===== config.mk =====
export PLATFORM = sky130hd
export DESIGN_NAME = multiplexer_rr
export DESIGN_NICKNAME = d
export VERILOG_FILES = /design/src/rtl/multiplexer_rr.sv
export SDC_FILE = /design/constraint.sdc
export NUM_CORES = 1
export LEC_CHECK = 0
export ABC_AREA = 1
export ABC_CLOCK_PERIOD_IN_PS = 2150
export BUFFER_PORTS_ARGS = -buffer_cell sky130_fd_sc_hd__clkbuf_2
export CAP_MARGIN = 25
export CORE_MARGIN = 5
export CORE_UTILIZATION = 40
export DETAILED_ROUTE_END_ITERATION = 10
export MAX_ROUTING_LAYER = met4
export PLACE_DENSITY = 0.69
export SETUP_SLACK_MARGIN = 0.1
export SYNTH_ARGS = -nofsm -noshare
export SYNTH_HDL_FRONTEND = slang
export SYNTH_SLANG_ARGS = --single-unit

===== constraint.sdc =====
create_clock -name clk -period 2.15 [get_ports clk]
set_input_delay 0.43 -clock clk [delete_from_list [all_inputs] [get_ports clk]]
set_output_delay 0.43 -clock clk [all_outputs]
set_load 0.005 [all_outputs]

===== src/rtl/multiplexer_rr.sv =====
// multiplexer_rr: four-channel round-robin merge into one registered, source-tagged output word
module multiplexer_rr #(
  parameter int WIDTH = 8
) (
  input  logic             clk,
  input  logic             reset,
  input  logic [WIDTH-1:0] dataA,
  input  logic [WIDTH-1:0] dataB,
  input  logic [WIDTH-1:0] dataC,
  input  logic [WIDTH-1:0] dataD,
  input  logic             validA,
  input  logic             validB,
  input  logic             validC,
  input  logic             validD,
  output logic             readyA,
  output logic             readyB,
  output logic             readyC,
  output logic             readyD,
  output logic [WIDTH-1:0] out_data,
  output logic [1:0]       out_sel,
  output logic             out_valid,
  input  logic             out_ready
);
  localparam logic [0:0] IDLE = 1'b0, HOLD = 1'b1;
  logic [0:0]       state_q, state_d;
  logic [1:0]       ptr_q, ptr_d, sel_q, sel_d, gnt;
  logic [WIDTH-1:0] data_q, data_d;
  logic [WIDTH-1:0] data_w [4];
  logic [3:0]       valid, ready;
  logic             any, take;
  assign valid  = {validD, validC, validB, validA};
  assign data_w = '{dataA, dataB, dataC, dataD};
  // scan from lowest priority to highest so the first requester after ptr wins
  always_comb begin
    gnt = ptr_q;
    any = 1'b0;
    for (int i = 3; i >= 0; i--)
      if (valid[ptr_q + 2'(i)]) begin
        gnt = ptr_q + 2'(i);
        any = 1'b1;
      end
  end
  assign take  = state_q == IDLE && any;
  assign ready = take ? 4'b0001 << gnt : 4'b0000;
  assign {readyD, readyC, readyB, readyA} = ready;
  always_comb begin
    state_d = take ? HOLD : (state_q == HOLD && out_ready) ? IDLE : state_q;
    ptr_d   = take ? gnt + 2'd1 : ptr_q;
    data_d  = take ? data_w[gnt] : data_q;
    sel_d   = take ? gnt : sel_q;
  end
  always_ff @(posedge clk or posedge reset) begin
    if (reset) begin
      state_q <= IDLE;
      ptr_q   <= 2'd0;
      data_q  <= '0;
      sel_q   <= 2'd0;
    end else begin
      state_q <= state_d;
      ptr_q   <= ptr_d;
      data_q  <= data_d;
      sel_q   <= sel_d;
    end
  end
  assign out_valid = state_q == HOLD;
  assign out_data  = data_q;
  assign out_sel   = sel_q;
endmodule


==> summary.md, run 1 <==
| Metric | Value |
|---|---|
| Vias | 1,436 |
| #FFs+latches synth | 13 |
| Endpoints failing setup | 6 |
| WP data required | 1.72 ns |
| Die Ht | between 60 and 70 um |
| CP endpoint kind | output pin |
| Clk slew on worst S/H paths | 0.08 ns |
| Cell count after synthesis | 190 |
| CTS Buf Count | 3 |
| Clock sinks | 13 |
| Initial Util | 41.0% |
| Reg power frac | approximately 14% |
| PwrDens | between 1500 and 2000 nW/um2 |
| Number of global-route vias before repair | about 1,400 |
| Pre-antenna DRT Iters | 4 |
| Fin crit share | 110% |
| Global-route usage over all layers | 17.6% |
| Port bufs | 53 |
| Layout Skew | about 0.008 ns |
| NetSw | 0.00186 W |
| Detailed Route Iter0 Violations | 52 |
| Layout cell share with drive strength beyond 1 | 51.6% |
| DRT antenna net count | 0 |
| Hold crit path type | primary input to asynchronous set/reset pin |
| Status | finished, violations left |
| FFs w/ async S/R, synth | 100% |
| Num rows | 20 |
| Design Area, Final | 1840 um2 |
| Core area | 2980 um2 |
| Worst skew pair latency | 0.28 ns |
| Crit-path max FO | 8 |
| CTS root buffer | clkbuf_4 |
| CTS Buffer Depth | 2 |
| Hold violation count in the final report | 0 |
| Failing checks | setup timing |
| First-pass GRT wire length | 5840 um |
| Post-synthesis net count | 229 |
| Most common cell after layout, fill and taps aside | nand2_1 |
| Io pins | 54 |
| H-tree levels | 1 |
| TritonCTS clock tree | done |
| Crit path DAT | 1.94 ns |
| Synthesized cell area | ~1200 um2 |
| Layout area overhead | 51.2% |
| CP Launch Type | flop |
| Die Wd | 65.2 um |
| RSZ-0062 raised after global routing | yes |
| Syn avg cell area | ~6.4 um2 |
| Final setup margin | -0.218 ns |
| Max VDD drop | 0.781 mV |
| Post-route DRC | 0 |
| Vias per cell | 4.69 |
| Pleak | 1.12 nW |
| Sequential element share of the synthesized area | 26.7% |
| WHS | 0.135 ns |
| Detailed Place HPWL | 2520 um |
| Comb pwr share | approximately 82% |
| Rel. slew slack | 67.2% |
| Clock share of power | 4.1% |
| Largest net degree at the start of global routing | 15 |
| Achievable Freq | approximately 420 MHz |
| Initial antenna violation count | 0 |
| Most frequent cells in the layout | nand2_1 (60), clkbuf_2 (52), buf_4 (30), nand2_2 (21), inv_1 (21) |
| Unique masters post-synth | 25 |
| WS Path Type | flop to output pin |
| Routability congestion estimate | 0.872 |
| Internal power | 0.00181 W |
| Grt total ovfl | 0 |
| Antenna diodes | 0 |
| Routed WL | between 3000 and 4000 um |
| Switching portion of total power | 50.7% |
| Hold_buf cts | 0 |
| Max_cap viols | 0 |
| Final min period | ~2.4 ns |
| Main synth FF type | dfrtp_1 |
| Slew @ Worst Pin | 0.492 ns |
| Routed len/inst | 11.5 um |
| EDFF count, synth | 0 |
| Pins Over Slew Limit | 0 |
| Area after DPL | 1550 um2 |
| YS warnings | 0 |
| Layout Nets | approximately 310 |
| Die area | 4250 um2 |
per-stage QoR:
step                      std cells  setup WS (ns)  util (%)  total power, W  TNS [ns]
final                           306         -0.218      61.9         0.00366     -1.16
after CTS                       299         -0.209      58.2         0.00331     -1.05
after detailed placement        280        0.00490      52.0         0.00278         0
after floorplan                 190          0.156         -         0.00222         0
after global routing            306         -0.350      61.9         0.00404     -2.08
after global placement          280         0.0447      52.0         0.00277         0
cell families (layout without fill, tap and decap cells):
kind of cell    count (synthesis)  in the layout  synth area share, %
compound gates                  5              5                 3.08
flops                          13             13                 26.7
buf+inv                        37            120                 14.9
simple gates                  135            135                 55.4
routing by layer:
layer	GRT usage [%]	share of wire [%]
met3	5.13	5.7
met5	-	0
met1	21.6	43
met4	4.66	2.8
met2	28.2	48
registers in the layout (all words and copies together), names as in the netlist:
signal,flops
out_data,8
out_sel,2
ptr_q,2
out_valid,1
critical path, stage by stage (launching register included):
cell and delay, ns:
dfrtp_2 0.49, inv_8 0.12, nand2_2 0.07, nand2_2 0.07, nand2_2 0.06, nand2_2 0.09
inv_2 0.05, nand2_4 0.09, inv_2 0.05, a21oi_4 0.15, inv_4 0.08, nor2_4 0.10
nand2_2 0.07, inv_1 0.06, clkbuf_2 0.10
Yosys cell counts (2+ instances only):
cell type | instances | share of area [%]
inv_2 | 6 | 1.8
nand3b_1 | 8 | 4.9
nor2_1 | 11 | 3.4
dfrtp_1 | 13 | 27
nand2_1 | 68 | 21
buf_4 | 4 | 2.5
nand3_1 | 20 | 8.2
inv_1 | 23 | 7.1
nand2_2 | 18 | 9.2
nand2_4 | 2 | 1.8
nor3_1 | 3 | 1.2
power by group through the flow:
stage | sequential [W] | clock [W] | combinational (W)
5_1_grt | 0.000523 | 0.000163 | 0.00336
3_5_place_dp | 0.000486 | 0 | 0.00230
6_report | 0.000499 | 0.000150 | 0.00302
2_1_floorplan | 0.000461 | 0 | 0.00176
3_3_place_gp | 0.000487 | 0 | 0.00228
4_1_cts | 0.000492 | 0.000156 | 0.00266
final timing paths:
kind / startpoint / to / slack, ns / cells past startpoint
worst max register to register: ptr_q[0]$_DFFE_PP0P_ / out_data[7]$_DFFE_PP0P_ / -0.17 / 18
worst min register to register: out_data[1]$_DFFE_PP0P_ / out_data[1]$_DFFE_PP0P_ / 0.49 / 2
worst min-delay path: reset / out_data[1]$_DFFE_PP0P_ / 0.14 / 2
max in group asynchronous: reset / ptr_q[0]$_DFFE_PP0P_ / 1.65 / 2
worst max-delay path: ptr_q[0]$_DFFE_PP0P_ / readyB / -0.22 / 14
min in group clk: out_ready / out_valid$_DFFE_PP0P_ / 0.33 / 2
repair_timing:
action / 4_1_cts / 5_1_grt
pin swaps: 4 / 9
buffers inserted: 15 / 10
endpoints found under the setup margin: 4 / 16
resized for setup: 15 / 16
gates cloned: 0 / 0
endpoints found under the hold margin: 0 / 0
layout make-up:
| cell class | instances | area [um2] |
|---|---|---|
| Fill cell | 300 | 1130 |
| Timing Repair Buffer | 86 | 524 |
| Tap cell | 33 | 41.3 |
| Multi-Input combinational cell | 140 | 798 |
| Inverter | 30 | 125 |
| Sequential cell | 13 | 328 |
| Clock inverter | 1 | 5.00 |
| Clock buffer | 3 | 22.5 |
Power figures use the tool's default switching activity.
==> run 2, diff against run 1 <==
- ABC_AREA: 1 -> default
- PLACE_DENSITY: 0.69 -> 0.74
==> run 2 against run 1 <==
The flow now finishes without violations. Non-clock buffer count decreased by 13. Sequential power decreased by 15%. Die area decreased by 20%. Global-route usage up 2.5 points. Clock-buffer cell count up 1. Setup slack improved by 0.27 ns. Clock power rose by 8%. Fmax is 13% higher.
==> summary.md, run 2 <==
| Metric | Value |
|---|---|
| Status | finished, final reports clean |
| Hold crit path type | primary input to asynchronous set/reset pin |
| RSZ-0062 raised after global routing | yes |
| Slew @ Worst Pin | 0.498 ns (+0.00654 ns) |
| Post-route DRC | 0 (unchanged) |
| Layout Skew | 0.00840 ns (+0.000528 ns) |
| Port bufs | 53 (unchanged) |
| Crit path DAT | 1.66 ns (-0.28 ns) |
| Core area | 2210 um2 (-26%) |
| Area after DPL | 1310 um2 (-16%) |
| Final min period | 2.09 ns (-0.275 ns) |
| Most numerous cell in the Yosys netlist | dfrtp_1 |
| NetSw | 0.000546 W (-71%) |
| Most frequent cells after synthesis | dfrtp_1 (13), nor2_1 (10), nand3_1 (9) |
| Pins Over Slew Limit | 0 (unchanged) |
| H-tree levels | 1 (unchanged) |
| Endpoints failing setup | 0 (-6) |
| Pre-antenna DRT Iters | 4 (unchanged) |
| Clock share of power | 11.2% (+7.1 points) |
| CP endpoint kind | output pin |
| Routed WL | 3070 um (-13%) |
| Routability congestion estimate | 0.857 (-1.7%) |
| Initial antenna violation count | 0 (unchanged) |
| Hold violation count in the final report | 0 (unchanged) |
| Clock sinks | 13 (unchanged) |
| Most common cell after layout, fill and taps aside | clkbuf_2 |
| Total chip power | 0.00144 W (-61%) |
| CTS Buffer Depth | 2 (unchanged) |
| YS warnings | 0 (unchanged) |
| Max_cap viols | 0 (unchanged) |
| CTS Buf Count | 3 (unchanged) |
| Global-route usage over all layers | 20.1% (+2.5 points) |
| Reg power frac | 29.5% (+16 points) |
| Crit-path max FO | 4 (-4) |
| TritonCTS clock tree | done |
| Comb pwr share | 59.2% (-23 points) |
| Layout area overhead | 53.7% |
| Fin crit share | 97.4% (-13 points) |
| Worst skew pair latency | 0.29 ns (about the same) |
| Switching portion of total power | 38.0% (-13 points) |
| Layout cell share with drive strength beyond 1 | 55.4% (+3.7 points) |
| Grt total ovfl | 0 (unchanged) |
| #FFs+latches synth | 13 (unchanged) |
| EDFF count, synth | 0 (unchanged) |
| Detailed Place HPWL | 2320 um (-7.9%) |
| Initial Util | 42.3% (+1.3 points) |
| Io pins | 54 (unchanged) |
| DRT antenna net count | 0 (unchanged) |
| Top cell type's share of synthesized area | 34.8% (+8.1 points) |
| WP data required | 1.72 ns (about the same) |
| CTS root buffer | clkbuf_4 |
| Largest net degree at the start of global routing | 14 (-1) |
| Max FFs per register | 8 (unchanged) |
| Sequential element share of the synthesized area | 34.8% (+8.1 points) |
| Routed len/inst | 15.7 um (+36%) |
| Final Core Density | 64.9% (+3.0 points) |
| Main synth FF type | dfrtp_1 |
| Cell taking the most area after synthesis | dfrtp_1 |
| WS Path Type | flop to output pin |
| Die Ht | 58.3 um (-11%) |
| FFs w/ async S/R, synth | 100% (unchanged) |
| Vias | 1,053 (-27%) |
| Detailed Route Iter0 Violations | 15 (-71%) |
| Die Wd | 58.3 um (-11%) |
| Unique masters post-synth | 31 (+24%) |
| Synthesized cell area | 935 um2 (-23%) |
| Num rows | 17 (-15%) |
| Cell count after synthesis | 95 (-50%) |
| First-pass GRT wire length | 5020 um (-14%) |
| Pleak | 0.734 nW (-34%) |
| Hold_buf cts | 0 (unchanged) |
| Layout Nets | 208 (-34%) |
| Top post-synthesis cells by area | dfrtp_1 (35%), mux2_4 (11%), a221o_1 (8.6%) |
| Antenna diodes | 0 (unchanged) |
| Post-synthesis net count | 134 (-41%) |
| Internal power | 0.000890 W (-51%) |
| Max VDD drop | 0.532 mV (-32%) |
| Rel. slew slack | 66.7% (-0.44 points) |
| PwrDens | 1000 nW/um2 (-50%) |
| Most frequent cells in the layout | clkbuf_2 (51), buf_4 (17), dfrtp_1 (13), nand3_1 (9) |
| Syn avg cell area | 9.84 um2 (+53%) |
| Clk slew on worst S/H paths | 0.09 ns (about the same) |
| Achievable Freq | 478 MHz (+13%) |
| Vias per cell | 5.37 (+14%) |
| Die area | 3400 um2 (-20%) |
| Design Area, Final | 1440 um2 (-22%) |
| CP Launch Type | flop |
| Number of global-route vias before repair | 1,125 (-20%) |
run 2: changes by cell type in the layout (fill, tap and decap cells not counted), moves of 8 or more:
| cell | previous run | this run |
|---|---|---|
| a221o_1 | 0 | 8 |
| buf_4 | 30 | 17 |
| nand3_1 | 18 | 9 |
| mux2_4 | 0 | 8 |
| nand2_1 | 60 | 4 |
| nand3b_1 | 8 | 0 |
| a21oi_1 | 0 | 8 |
| nand2_2 | 21 | 0 |
| inv_1 | 21 | 1 |
run 2: layout make-up:
cell class                 instances  area [um2]
tap                               28        35.0
multi-input combinational         77         611
sequential                        13         325
clock buffer                       4        26.3
inverter                           1        3.75
fill                             196         776
timing repair buffer              73         435
run 2: power groups by stage:
stage / Combinational, W / Clock [W] / Sequential (W)
3_5_place_dp: 0.000730 / 0 / 0.000419
3_3_place_gp: 0.000707 / 0 / 0.000421
2_1_floorplan: 0.000427 / 0 / 0.000424
6_report: 0.000851 / 0.000162 / 0.000424
4_1_cts: 0.000834 / 0.000167 / 0.000423
5_1_grt: 0.000915 / 0.000181 / 0.000438
run 2: routing by layer:
metal / GRT usage (%) / part of all wire (%) / wire (um) / vias up
met1: 23.4 / 41 / 1270 / 490
met4: 10.6 / 2.8 / 85 / 0
met2: 32.2 / 50 / 1550 / 42
met5: - / 0 / 0 / -
li1: - / - / - / 512
met3: 4.39 / 5.6 / 172 / 9
run 2: kinds of logic (layout without fill, tap and decap cells):
group / after synthesis / in the layout / synth area share [%]
flip-flops: 13 / 13 / 34.8
AND/OR/NAND/NOR: 33 / 33 / 19.9
multiplexers: 9 / 9 / 13.5
AO/OA/AOI/OAI: 34 / 34 / 27.7
XOR/XNOR: 1 / 1 / 0.937
buffers and inverters: 5 / 78 / 3.08
run 2: critical path, stage by stage, from the launching register on:
cell,delay [ns]
dfrtp_1,0.44
nor2b_4,0.16
a2111oi_4,0.40
nor2_2,0.11
nor2_2,0.14
clkbuf_2,0.12
run 2: worst paths after layout:
kind / cells past startpoint / slack (ns) / endpoint / startpoint
worst max-delay path: 5 / 0.06 / readyC / ptr_q[1]$_DFFE_PP0P_
worst min-delay path: 2 / 0.13 / out_data[0]$_DFFE_PP0P_ / reset
worst max register to register: 6 / 0.10 / out_data[3]$_DFFE_PP0P_ / ptr_q[1]$_DFFE_PP0P_
worst min register to register: 2 / 0.49 / out_sel[0]$_DFFE_PP0P_ / out_sel[0]$_DFFE_PP0P_
max in group asynchronous: 2 / 1.68 / out_data[7]$_DFFE_PP0P_ / reset
min in group clk: 2 / 0.31 / out_valid$_DFFE_PP0P_ / out_ready
run 2: timing repair:
item                                    4_1_cts  5_1_grt
endpoints found under the setup margin        4       12
setup buffers                                 6        1
pin swaps                                     9       12
gates resized for setup                       6        5
run 2: through the flow:
stage          hold slack [ns]  setup TNS, ns  instances  worst slack, ns
2_1_floorplan            0.307              0         95            0.202
3_3_place_gp             0.463              0        185           0.0748
3_5_place_dp             0.468              0        185           0.0328
4_1_cts                  0.141              0        195           0.0362
5_1_grt                  0.174        -0.0796        196          -0.0276
6_report                 0.126              0        196           0.0568
==> run 3, diff against run 2 <==
- BUFFER_PORTS_ARGS: -buffer_cell sky130_fd_sc_hd__clkbuf_2 -> -buffer_cell sky130_fd_sc_hd__buf_2
==> run 3 against run 2 <==
Via count shrank 0.76%. Sequential power down 1%. Cell area increased by 0.52%.
==> summary.md, run 3 (same netlist as run 2, synthesis figures left out) <==
| Metric | Value |
|---|---|
| Final min period | 2.08 ns (-0.0129 ns) |
| Most common cell after layout, fill and taps aside | buf_2 |
| Endpoints failing setup | 0 (unchanged) |
| Crit path DAT | 1.65 ns (about the same) |
| Vias | 1,045 (-0.76%) |
| Pleak | 0.731 nW (-0.31%) |
| Die area | 3400 um2 (unchanged) |
| TritonCTS clock tree | done |
| Reg2reg start | ptr_q[1]$_DFFE_PP0P_ |
| Max VDD drop | 0.700 mV (+32%) |
| Layout Skew | 0.00510 ns (-0.00330 ns) |
| CP endpoint kind | output pin |
| Vias per cell | 5.30 (-1.3%) |
| Routability congestion estimate | 0.806 (-5.9%) |
| Clock sinks | 13 (unchanged) |
| Rel. slew slack | 67.9% (+1.2 points) |
| CTS Buf Count | 3 (unchanged) |
| DRT antenna net count | 0 (unchanged) |
| Detailed Route Iter0 Violations | 27 (+12) |
| Antenna diodes | 0 (unchanged) |
| Slew @ Worst Pin | 0.480 ns (-0.0180 ns) |
| Hold violation count in the final report | 0 (unchanged) |
| Fin crit share | 96.8% (-0.60 points) |
| Worst skew pair latency | 0.27 ns (-0.02 ns) |
| Layout area overhead | 54.5% |
| Final TNS setup | 0 ns (unchanged) |
| CTS Buffer Depth | 2 (unchanged) |
| PwrDens | 984 nW/um2 (-1.6%) |
| Worst r2r dst | out_data[0]$_DFFE_PP0P_ |
| First-pass GRT wire length | 4710 um (-6.1%) |
| Clk slew on worst S/H paths | 0.08 ns (about the same) |
| RSZ-0062 raised after global routing | yes |
| Io pins | 54 (unchanged) |
| Hold crit path type | primary input to asynchronous set/reset pin |
| Layout Nets | 209 (+0.48%) |
| Die Ht | 58.3 um (unchanged) |
| Pre-antenna DRT Iters | 4 (unchanged) |
| CP Launch Type | flop |
| Initial antenna violation count | 0 (unchanged) |
| Detailed Place HPWL | 2260 um (-2.7%) |
| Num rows | 17 (unchanged) |
| Die Wd | 58.3 um (unchanged) |
| WS Path Type | flop to output pin |
| Cell Chain, Critical Path | and2b_1, buf_6, o21bai_4, a31o_4, nor2_1, buf_2 |
| Achievable Freq | 481 MHz (+0.62%) |
| H-tree levels | 1 (unchanged) |
| Layout cell share with drive strength beyond 1 | 56.2% (+0.86 points) |
| Status | finished, final reports clean |
| Grt total ovfl | 0 (unchanged) |
| Post-route DRC | 0 (unchanged) |
| Max FFs per register | 8 (unchanged) |
| Crit-path max FO | 4 (unchanged) |
| Routed len/inst | 15.1 um (-3.5%) |
| Hold_buf cts | 0 (unchanged) |
| Reg-to-reg slack, setup | 0.12 ns (+0.02 ns) |
| R2r worst-path depth | 6 (unchanged) |
| Setup crit start | ptr_q[0]$_DFFE_PP0P_ |
| Max_cap viols | 0 (unchanged) |
| WP data required | 1.72 ns (about the same) |
| Largest net degree at the start of global routing | 14 (unchanged) |
| Port bufs | 53 (unchanged) |
| Most frequent cells in the layout | buf_2 (53), buf_4 (19), dfrtp_1 (13), nand3_1 (9) |
| Routed WL | 2980 um (-3.0%) |
| Core area | 2210 um2 (unchanged) |
| Total chip power | 0.00142 W (-1.1%) |
| Number of global-route vias before repair | 1,115 (-0.89%) |
| Initial Util | 42.3% (unchanged) |
| Pins Over Slew Limit | 0 (unchanged) |
| CTS root buffer | clkbuf_4 |
| Global-route usage over all layers | 18.1% (-2.0 points) |
| Crit-path slowest cell | dfrtp_1 |
| Critical Path Max Stage Delay | 0.42 ns (-0.02 ns) |
==> run 3: timing repair <==
| item | CTS | global route |
|---|---|---|
| gates resized for setup | 1 | 7 |
| buffers inserted | 6 | 2 |
| setup endpoints to repair | 4 | 4 |
| hold endpoints to repair | 0 | 0 |
| pin swaps | 4 | 2 |
==> run 3: where the power goes <==
part           internal (W)  total (W)  switching, W
Clock             0.0000716   0.000149     0.0000773
Sequential         0.000347   0.000418     0.0000706
Combinational      0.000476   0.000854      0.000378
==> run 3: per-stage QoR <==
stage          worst slack [ns]  hold WS (ns)  utilization [%]  cells  cell area [um2]
2_1_floorplan             0.202         0.307                -     95              935
3_3_place_gp             0.0933         0.457             59.1    185             1310
3_5_place_dp             0.0560         0.472             59.1    185             1310
4_1_cts                  0.0716         0.188             63.0    195             1390
5_1_grt                  0.0223         0.232             65.3    197             1440
6_report                 0.0698         0.163             65.3    197             1440
==> run 3: per-layer routing <==
metal,up-vias,track usage [%],wire length [um]
li1,511,-,-
met1,488,20.7,1220
met2,44,32.9,1530
met3,2,3.07,222
met4,0,3.97,10
met5,-,-,0
==> run 3: layout make-up <==
cell class | instances | area (um2)
fillers | 194 | 768
multi-input cells | 77 | 614
repair buffers | 74 | 439
flip-flops and latches | 13 | 325
well taps | 28 | 35.0
clock buffers | 4 | 26.3
inverters | 1 | 3.75
==> run 3: worst max path at each step <==
stage | cells after the start | endpoint
global route | 6 | readyC
finish | 6 | readyC
CTS | 6 | readyC
floorplan | 6 | out_data[0]$_DFFE_PP0P_
detailed placement | 6 | out_data[6]$_DFFE_PP0P_
global placement | 6 | out_data[6]$_DFFE_PP0P_
==> run 3: worst max-delay path: cells and delay by family, from the launching register on <==
kind	cells	cell delay [ns]
flip-flops	1	0.42
AND/OR/NAND/NOR	2	0.36
AO/OA/AOI/OAI	2	0.35
buffers and inverters	2	0.26
